<file path="src/rtl/sum_multiciclo_param.sv">
// Multi-cycle adder/subtractor: adds CHUNK bits per clock with the carry kept in a register.
// Latency: WIDTH/CHUNK cycles from the accepted start edge to the o_done pulse.
// Backpressure: none; i_start is ignored while o_busy is high (no queueing).
// Optional: define SUM_MULTICICLO_ACCUM_EN to add i_acc (reuse o_suma as operand A).
module sum_multiciclo_param #(
    parameter int WIDTH = 32,
    parameter int CHUNK = 8
) (
    input  logic             i_clk,
    input  logic             i_rst,
    input  logic             i_start,
    input  logic             i_sub,
`ifdef SUM_MULTICICLO_ACCUM_EN
    input  logic             i_acc,
`endif
    input  logic [WIDTH-1:0] i_a,
    input  logic [WIDTH-1:0] i_b,
    input  logic             i_carry,
    output logic             o_busy,
    output logic             o_done,
    output logic [WIDTH-1:0] o_suma,
    output logic             o_carry,
    output logic             o_overflow
);

    localparam int N  = WIDTH / CHUNK;
    localparam int KW = (N > 1) ? $clog2(N) : 1;
    localparam logic [KW-1:0] K_LAST = KW'(N - 1);

    typedef enum logic {
        S_IDLE,
        S_RUN
    } state_t;

    state_t           state_q, state_d;
    logic             capture, last;
    logic [WIDTH-1:0] a_q, b_q, part_q, part_next, a_src;
    logic             carry_q;
    logic [KW-1:0]    k_q;
    logic [CHUNK-1:0] a_chunk, b_chunk;
    logic [CHUNK:0]   chunk_sum;

`ifdef SUM_MULTICICLO_ACCUM_EN
    // Accumulate mode feeds the previous result back as operand A.
    assign a_src = i_acc ? o_suma : i_a;
`else
    assign a_src = i_a;
`endif

    assign o_busy = (state_q == S_RUN);

    // State register.
    always_ff @(posedge i_clk) begin
        if (i_rst) begin
            state_q <= S_IDLE;
        end else begin
            state_q <= state_d;
        end
    end

    // Next-state logic: capture on start in IDLE, leave RUN after the last chunk.
    always_comb begin
        state_d = state_q;
        capture = 1'b0;
        last    = 1'b0;
        case (state_q)
            S_IDLE: begin
                if (i_start) begin
                    capture = 1'b1;
                    state_d = S_RUN;
                end
            end
            S_RUN: begin
                if (k_q == K_LAST) begin
                    last    = 1'b1;
                    state_d = S_IDLE;
                end
            end
            default: state_d = S_IDLE;
        endcase
    end

    // Chunk adder: select slice k of both operands and merge the sum into the partial result.
    always_comb begin
        a_chunk   = '0;
        b_chunk   = '0;
        part_next = part_q;
        for (int j = 0; j < N; j++) begin
            if (k_q == KW'(j)) begin
                a_chunk = a_q[j*CHUNK +: CHUNK];
                b_chunk = b_q[j*CHUNK +: CHUNK];
            end
        end
        chunk_sum = {1'b0, a_chunk} + {1'b0, b_chunk} + {{CHUNK{1'b0}}, carry_q};
        for (int j = 0; j < N; j++) begin
            if (k_q == KW'(j)) begin
                part_next[j*CHUNK +: CHUNK] = chunk_sum[CHUNK-1:0];
            end
        end
    end

    // Datapath: operand capture, per-chunk accumulation and result update on completion.
    always_ff @(posedge i_clk) begin
        if (i_rst) begin
            a_q        <= '0;
            b_q        <= '0;
            part_q     <= '0;
            carry_q    <= 1'b0;
            k_q        <= '0;
            o_done     <= 1'b0;
            o_suma     <= '0;
            o_carry    <= 1'b0;
            o_overflow <= 1'b0;
        end else begin
            o_done <= 1'b0;
            if (capture) begin
                // Subtraction is a + ~b + ~borrow, so invert B and the borrow up front.
                a_q     <= a_src;
                b_q     <= i_sub ? ~i_b : i_b;
                carry_q <= i_sub ^ i_carry;
                part_q  <= '0;
                k_q     <= '0;
            end else if (state_q == S_RUN) begin
                part_q  <= part_next;
                carry_q <= chunk_sum[CHUNK];
                k_q     <= k_q + 1'b1;
                if (last) begin
                    o_suma     <= part_next;
                    o_carry    <= chunk_sum[CHUNK];
                    o_overflow <= (a_q[WIDTH-1] == b_q[WIDTH-1]) &&
                                  (part_next[WIDTH-1] != a_q[WIDTH-1]);
                    o_done     <= 1'b1;
                end
            end
        end
    end

endmodule

</file>
<file path="config.mk">
export PLATFORM = sky130hd
export DESIGN_NAME = sum_multiciclo_param
export DESIGN_NICKNAME = d
export VERILOG_FILES = /design/src/rtl/sum_multiciclo_param.sv
export SDC_FILE = /design/constraint.sdc
export NUM_CORES = 1
export LEC_CHECK = 0
export ABC_AREA = 0
export CORE_MARGIN = 10
export CORE_UTILIZATION = 54
export CTS_BUF_LIST = sky130_fd_sc_hd__clkbuf_8
export DETAILED_ROUTE_END_ITERATION = 6
export PLACE_DENSITY = 0.83
export SLEW_MARGIN = 5
export SYNTH_ARGS = -nofsm -noshare
export SYNTH_HDL_FRONTEND = slang
export SYNTH_SLANG_ARGS = --single-unit
</file>
<file path="constraint.sdc">
create_clock -name i_clk -period 4.1 [get_ports i_clk]
set_input_delay 0.82 -clock i_clk [delete_from_list [all_inputs] [get_ports i_clk]]
set_output_delay 0.82 -clock i_clk [all_outputs]
set_load 0.05 [all_outputs]
</file>
* Yosys cells after proc, flatten, opt, wreduce, memory -nomap -nowiden
Index checks and enable logic that the tools add are counted.
** Storage, ports and cells
- Register bits :: 135
- Input port bits :: 69
- Word-level logic and storage cells :: 50
** Operators by class
- Add/subtract/negate cells :: 3
- Equality and inequality tests :: 5
- Mux-type cells :: 22
- Bitwise logic cells :: 4
- Reductions and logical operators :: 6
** Operators by type and width (number)
- $mux W8 :: 12
- $mux W32 :: 1
- $not A32 Y32 :: 1
- $add A8 B8 Y9 :: 1
- $add A9 B1 Y9 :: 1
- $mux W1 :: 8
- $eq A2 B2 Y1 const B :: 2
- $reduce_and A3 Y1 :: 1
- $reduce_or A3 Y1 :: 1
- $add A2 B1 Y2 const B :: 1
- $eq A2 B1 Y1 const B :: 1
- $logic_not A2 Y1 :: 1
- $not A1 Y1 :: 2
- $pmux W1 S2 :: 1
- $reduce_bool A2 Y1 :: 1
- $reduce_or A2 Y1 :: 1
- $eq A1 B1 Y1 :: 1
- $logic_and A1 B1 Y1 :: 1
- $ne A1 B1 Y1 :: 1
- $xor A1 B1 Y1 :: 1

* Depth between registers and ports, before layout
- Depth after elaboration :: 10
- Gate-level depth with buffers :: 16
- Mapped depth without buffers :: 15

* Least setup slack after synthesis
OpenSTA, ideal clock, no wires.
- Kind :: reg-to-reg
- Start :: register k_q[0]
- End :: register o_suma[30]
- Setup time :: 116 ps
- Data arrival time :: 3124 ps
- Slack :: 861 ps
- Cell stages (with the launch flop) :: 16
- Buffers on the path :: 2
- Clock period less this slack :: 3239 ps
- Cell sequence :: dfxtp_1 -> inv_1 -> ha_1 -> clkbuf_1 -> buf_1 -> a21oi_1 -> nor2_1 -> a21oi_1 -> fa_1 -> inv_1 -> fa_1 -> a211o_1 -> and2_1 -> a211oi_2 -> nor2_4 -> a31o_1
** On the way
- Word-level cells in the longest chain between the ends :: 8
** Ends and longest elaborated chain
- from (decl) :: RTL line 39 : logic [KW-1:0] k_q;
- from (signal assigned) :: RTL line 126 : k_q <= k_q + 1'b1;
- $logic_not A2 Y1 :: RTL line 89 : if (k_q == KW'(j)) begin
- $mux W8 (4 in a row) :: RTL line 89
- $add A8 B8 Y9 :: RTL line 94 : chunk_sum = {1'b0, a_chunk} + {1'b0, b_chunk} + {{CHUNK{1'b0}}, carry_q};
- $add A9 B1 Y9 :: RTL line 94
- $mux W8 :: RTL line 96 : if (k_q == KW'(j)) begin
- to (signal assigned) :: RTL line 128 : o_suma <= part_next;
- to (decl) :: RTL line 21 : output logic [WIDTH-1:0] o_suma,
Parallel ways exist; a longest one is shown, timed or not.
A chain may end at the register's enable or synchronous reset.

* Worst setup path in the final report
- Start :: register k_q[1]
- End :: register o_suma[20]
Same word-level chain as after synthesis.

==> results <==
[power by group through the flow]
| stage | combinational [uW] | sequential, uW | clock (uW) |
|---|---|---|---|
| final | 467 | 1330 | 1170 |
| after global routing | 516 | 1330 | 1240 |
| after CTS | 465 | 1330 | 1180 |
| after detailed placement | 463 | 1350 | 0 |
| after global placement | 449 | 1350 | 0 |
| after floorplan | 307 | 1340 | 0 |
[path summary, 6_finish.rpt]
| path | to | slack, ns |
|---|---|---|
| setup reg to reg | o_suma[20]$_SDFFE_PP0P_ | 0.48 |
| setup / recovery | o_suma[20]$_SDFFE_PP0P_ | 0.48 |
| hold / removal | o_suma[16]$_SDFFE_PP0P_ | 0.45 |
| hold reg to reg | o_suma[16]$_SDFFE_PP0P_ | 0.45 |
[kinds of logic (layout without fill, tap and decap cells)]
| logic type | Yosys count | after routing | share of synthesized area [%] |
|---|---|---|---|
| DFF | 127 | 127 | 43.1 |
| buffers and inverters | 71 | 154 | 4.67 |
| AOI/OAI and AO/OA | 230 | 230 | 23.6 |
| muxes | 7 | 7 | 1.19 |
| adders and majority gates | 13 | 13 | 3.01 |
| and+or+nand+nor | 256 | 256 | 19.2 |
| xor gates and xnor gates | 35 | 35 | 5.20 |
[layer usage]
metal	up-vias	wire (um)	GRT usage [%]
met4	0	584	10.2
met1	2449	6620	22.8
met3	42	983	5.96
met2	200	7360	32.2
met5	-	0	0
li1	2690	-	-
[area by class of cell]
class | count | area, sq um
fill | 879 | 3370
multi-input combinational | 541 | 3080
sequential | 127 | 2540
timing repair buffer | 116 | 1120
clock buffer | 17 | 234
clock inverter | 15 | 200
tap | 140 | 175
inverter | 6 | 22.5
[cells in the mapped netlist, types with 7 or more instances]
cell type	n	area [sq um]
buf_1	9	33.8
o21ai_0	36	180
mux2i_1	7	70.1
nand3_1	16	80.1
dfxtp_1	127	2540
a31oi_1	12	75.1
ha_1	11	138
nor2_1	57	214
a211oi_1	46	345
clkbuf_1	49	184
nand3b_1	17	128
buf_2	7	35.0
nor2b_1	11	68.8
xnor2_1	35	307
nand2_1	137	514
a21oi_1	113	566
[worst max-delay path, cell delays in order, from the launching register on]
cell,delay [ns]
dfxtp_1,0.35
inv_1,0.10
ha_1,0.46
nand3b_1,0.18
a21oi_1,0.08
a21oi_1,0.15
nor2_1,0.06
a21oi_1,0.17
fa_1,0.23
inv_1,0.06
fa_1,0.41
a211o_1,0.36
and2_1,0.19
nor2_1,0.43
mux2i_1,0.15
a21oi_1,0.18
[per-stage QoR]
stage                     utilization [%]  setup slack, ns  area, sq um  hold WS (ns)  total power [uW]
after floorplan                         -            0.861         5890         0.432              1650
after global placement               64.6            0.693         6950         0.437              1800
after detailed placement             64.6            0.526         6950         0.442              1820
after CTS                            68.7            0.489         7380         0.453              2970
after global routing                 68.7            0.132         7380         0.469              3090
final                                68.7            0.485         7380         0.453              2970
[registers in the layout, indices dropped and copies added (netlist names)]
name        count
a_q            32
b_q            32
carry_q         1
k_q             2
o_busy          1
o_carry         1
o_done          1
o_overflow      1
o_suma         32
part_q         24
==> summary.txt <==
Status
  • Status: complete, no violations

CTS
  • Post-CTS Resized: 0
  • Root buf cell: clkbuf_8
  • Reg clk slew, reported paths: 0.08 ns
  • Clk_lat worst skew: approximately 0.44 ns
  • Clock sink count: about 130
  • Num CTS Buffers: 17
  • Hold_buf cts: 0
  • H-tree levels: 4
  • Max Root-Sink Buffers: 2
  • CTS tree: yes
  • Number of setup buffers added after CTS: 0

Critical path
  • Crit Path Category: flip-flop to flip-flop
  • Reg2Reg Launch Point: k_q[1]$_SDFFE_PP0P_
  • Critical Path Fanout Max: 16
  • CP Launch Type: flip-flop
  • Worst path required time: ~4.5 ns
  • Beginning of the critical path: k_q[1]$_SDFFE_PP0P_
  • R2R depth: 15
  • Crit path capture type: flip-flop
  • Worst path arrival time: 3.98 ns

Synth
  • Syn_area_per_cell: 7.98 sq um
  • Seq/Total Area, Yosys: between 40% and 50%
  • Synthesized instance count: 739
  • Number of flops mapped to enable cells by yosys: 0
  • Ys flop type: dfxtp_1
  • Mapped cell area: between 0.005 and 0.006 sq mm
  • Yosys warning count: 0
  • Syn nets: roughly 820
  • Unique cell type count in the Yosys netlist: 40
  • Number of synthesized register bits: approximately 130
  • Fraction of registers with async set/reset: 0%

GRT
  • Vias in the first global route: approximately 5.4k
  • Total gr overflow: 0
  • Global Route Usage Sum: between 15 and 20%
  • Global-route wire length before repair: between 20,000 and 30,000 um
  • Maximum number of pins on one net before global-route repair: 85
  • Initial antenna violation count: 0

Timing
  • Final hold vios: 0
  • Tcrit/Tclk final: about 88%
  • Maximum clock rate: roughly 0.28 GHz
  • RSZ-0062 raised after global routing: false
  • Slew headroom: between 40% and 50%
  • Fin crit period: approximately 3.6 ns
  • Max-slew violation count: 0
  • Worst Skew: 0.0119 ns
  • Least-Margin Pin Slew: 0.887 ns
  • Final Setup Violations: 0
  • Setup TNS: 0 ns

Drt
  • Drt wl/cell: about 16 um
  • Via count: about 5.4k
  • Pre-antenna DRT Iters: 5
  • Vias/cell: approximately 5.6
  • DRT antenna net count: 0
  • DRT Wirelength: about 16,000 um
  • Iteration-0 DRC Markers: ~430
  • DRC: 0

Job
  • Max Cap Violations: 0

Worst hold path
  • Hold Path Origin: o_suma[16]$_SDFFE_PP0P_
  • Worst hold stages: 2
  • Hold Path Class: flip-flop to flip-flop

Placed design
  • Hpwl dp: 11,400 um
  • # placed instances: 930
  • IO Port Bufs: about 100
  • Placer Congestion: about 0.89

Die
  • Starting density of the core: 54.9%
  • Site Rows: 38
  • Die area: about 0.015 sq mm
  • Chip Height: between 100 and 150 um
  • Die width: ~120 um
  • I/O pins: 105
  • Core area: between 0.01 and 0.015 sq mm

Power
  • Leakage: roughly 0.0026 uW
  • Register share of total power: between 40% and 50%
  • P per Cell Area: roughly 400 mW/mm^2
  • Comb power frac: 15.7%
  • Internal power: around 2100 uW
  • Peak supply drop: about 0.21 mV
  • Switch share: 28.7%
  • Clock share of power: between 30% and 40%
  • P_sw: 853 uW

Cells and area
  • Nets@finish: between 800 and 900
  • # diodes: 0
  • Commonest cells after routing, fill and taps aside: 137 x nand2_1, 127 x dfxtp_1, 113 x a21oi_1, 102 x clkdlybuf4s50_1, 57 x nor2_1
  • Synth-to-layout area growth: 25.2%
  • Commonest non-fill, non-tap cell in the layout: nand2_1
  • Final non-filler cell total: ~960
  • Layout cells sized above 1: under 10%
(Power assumes the default switching activity.)
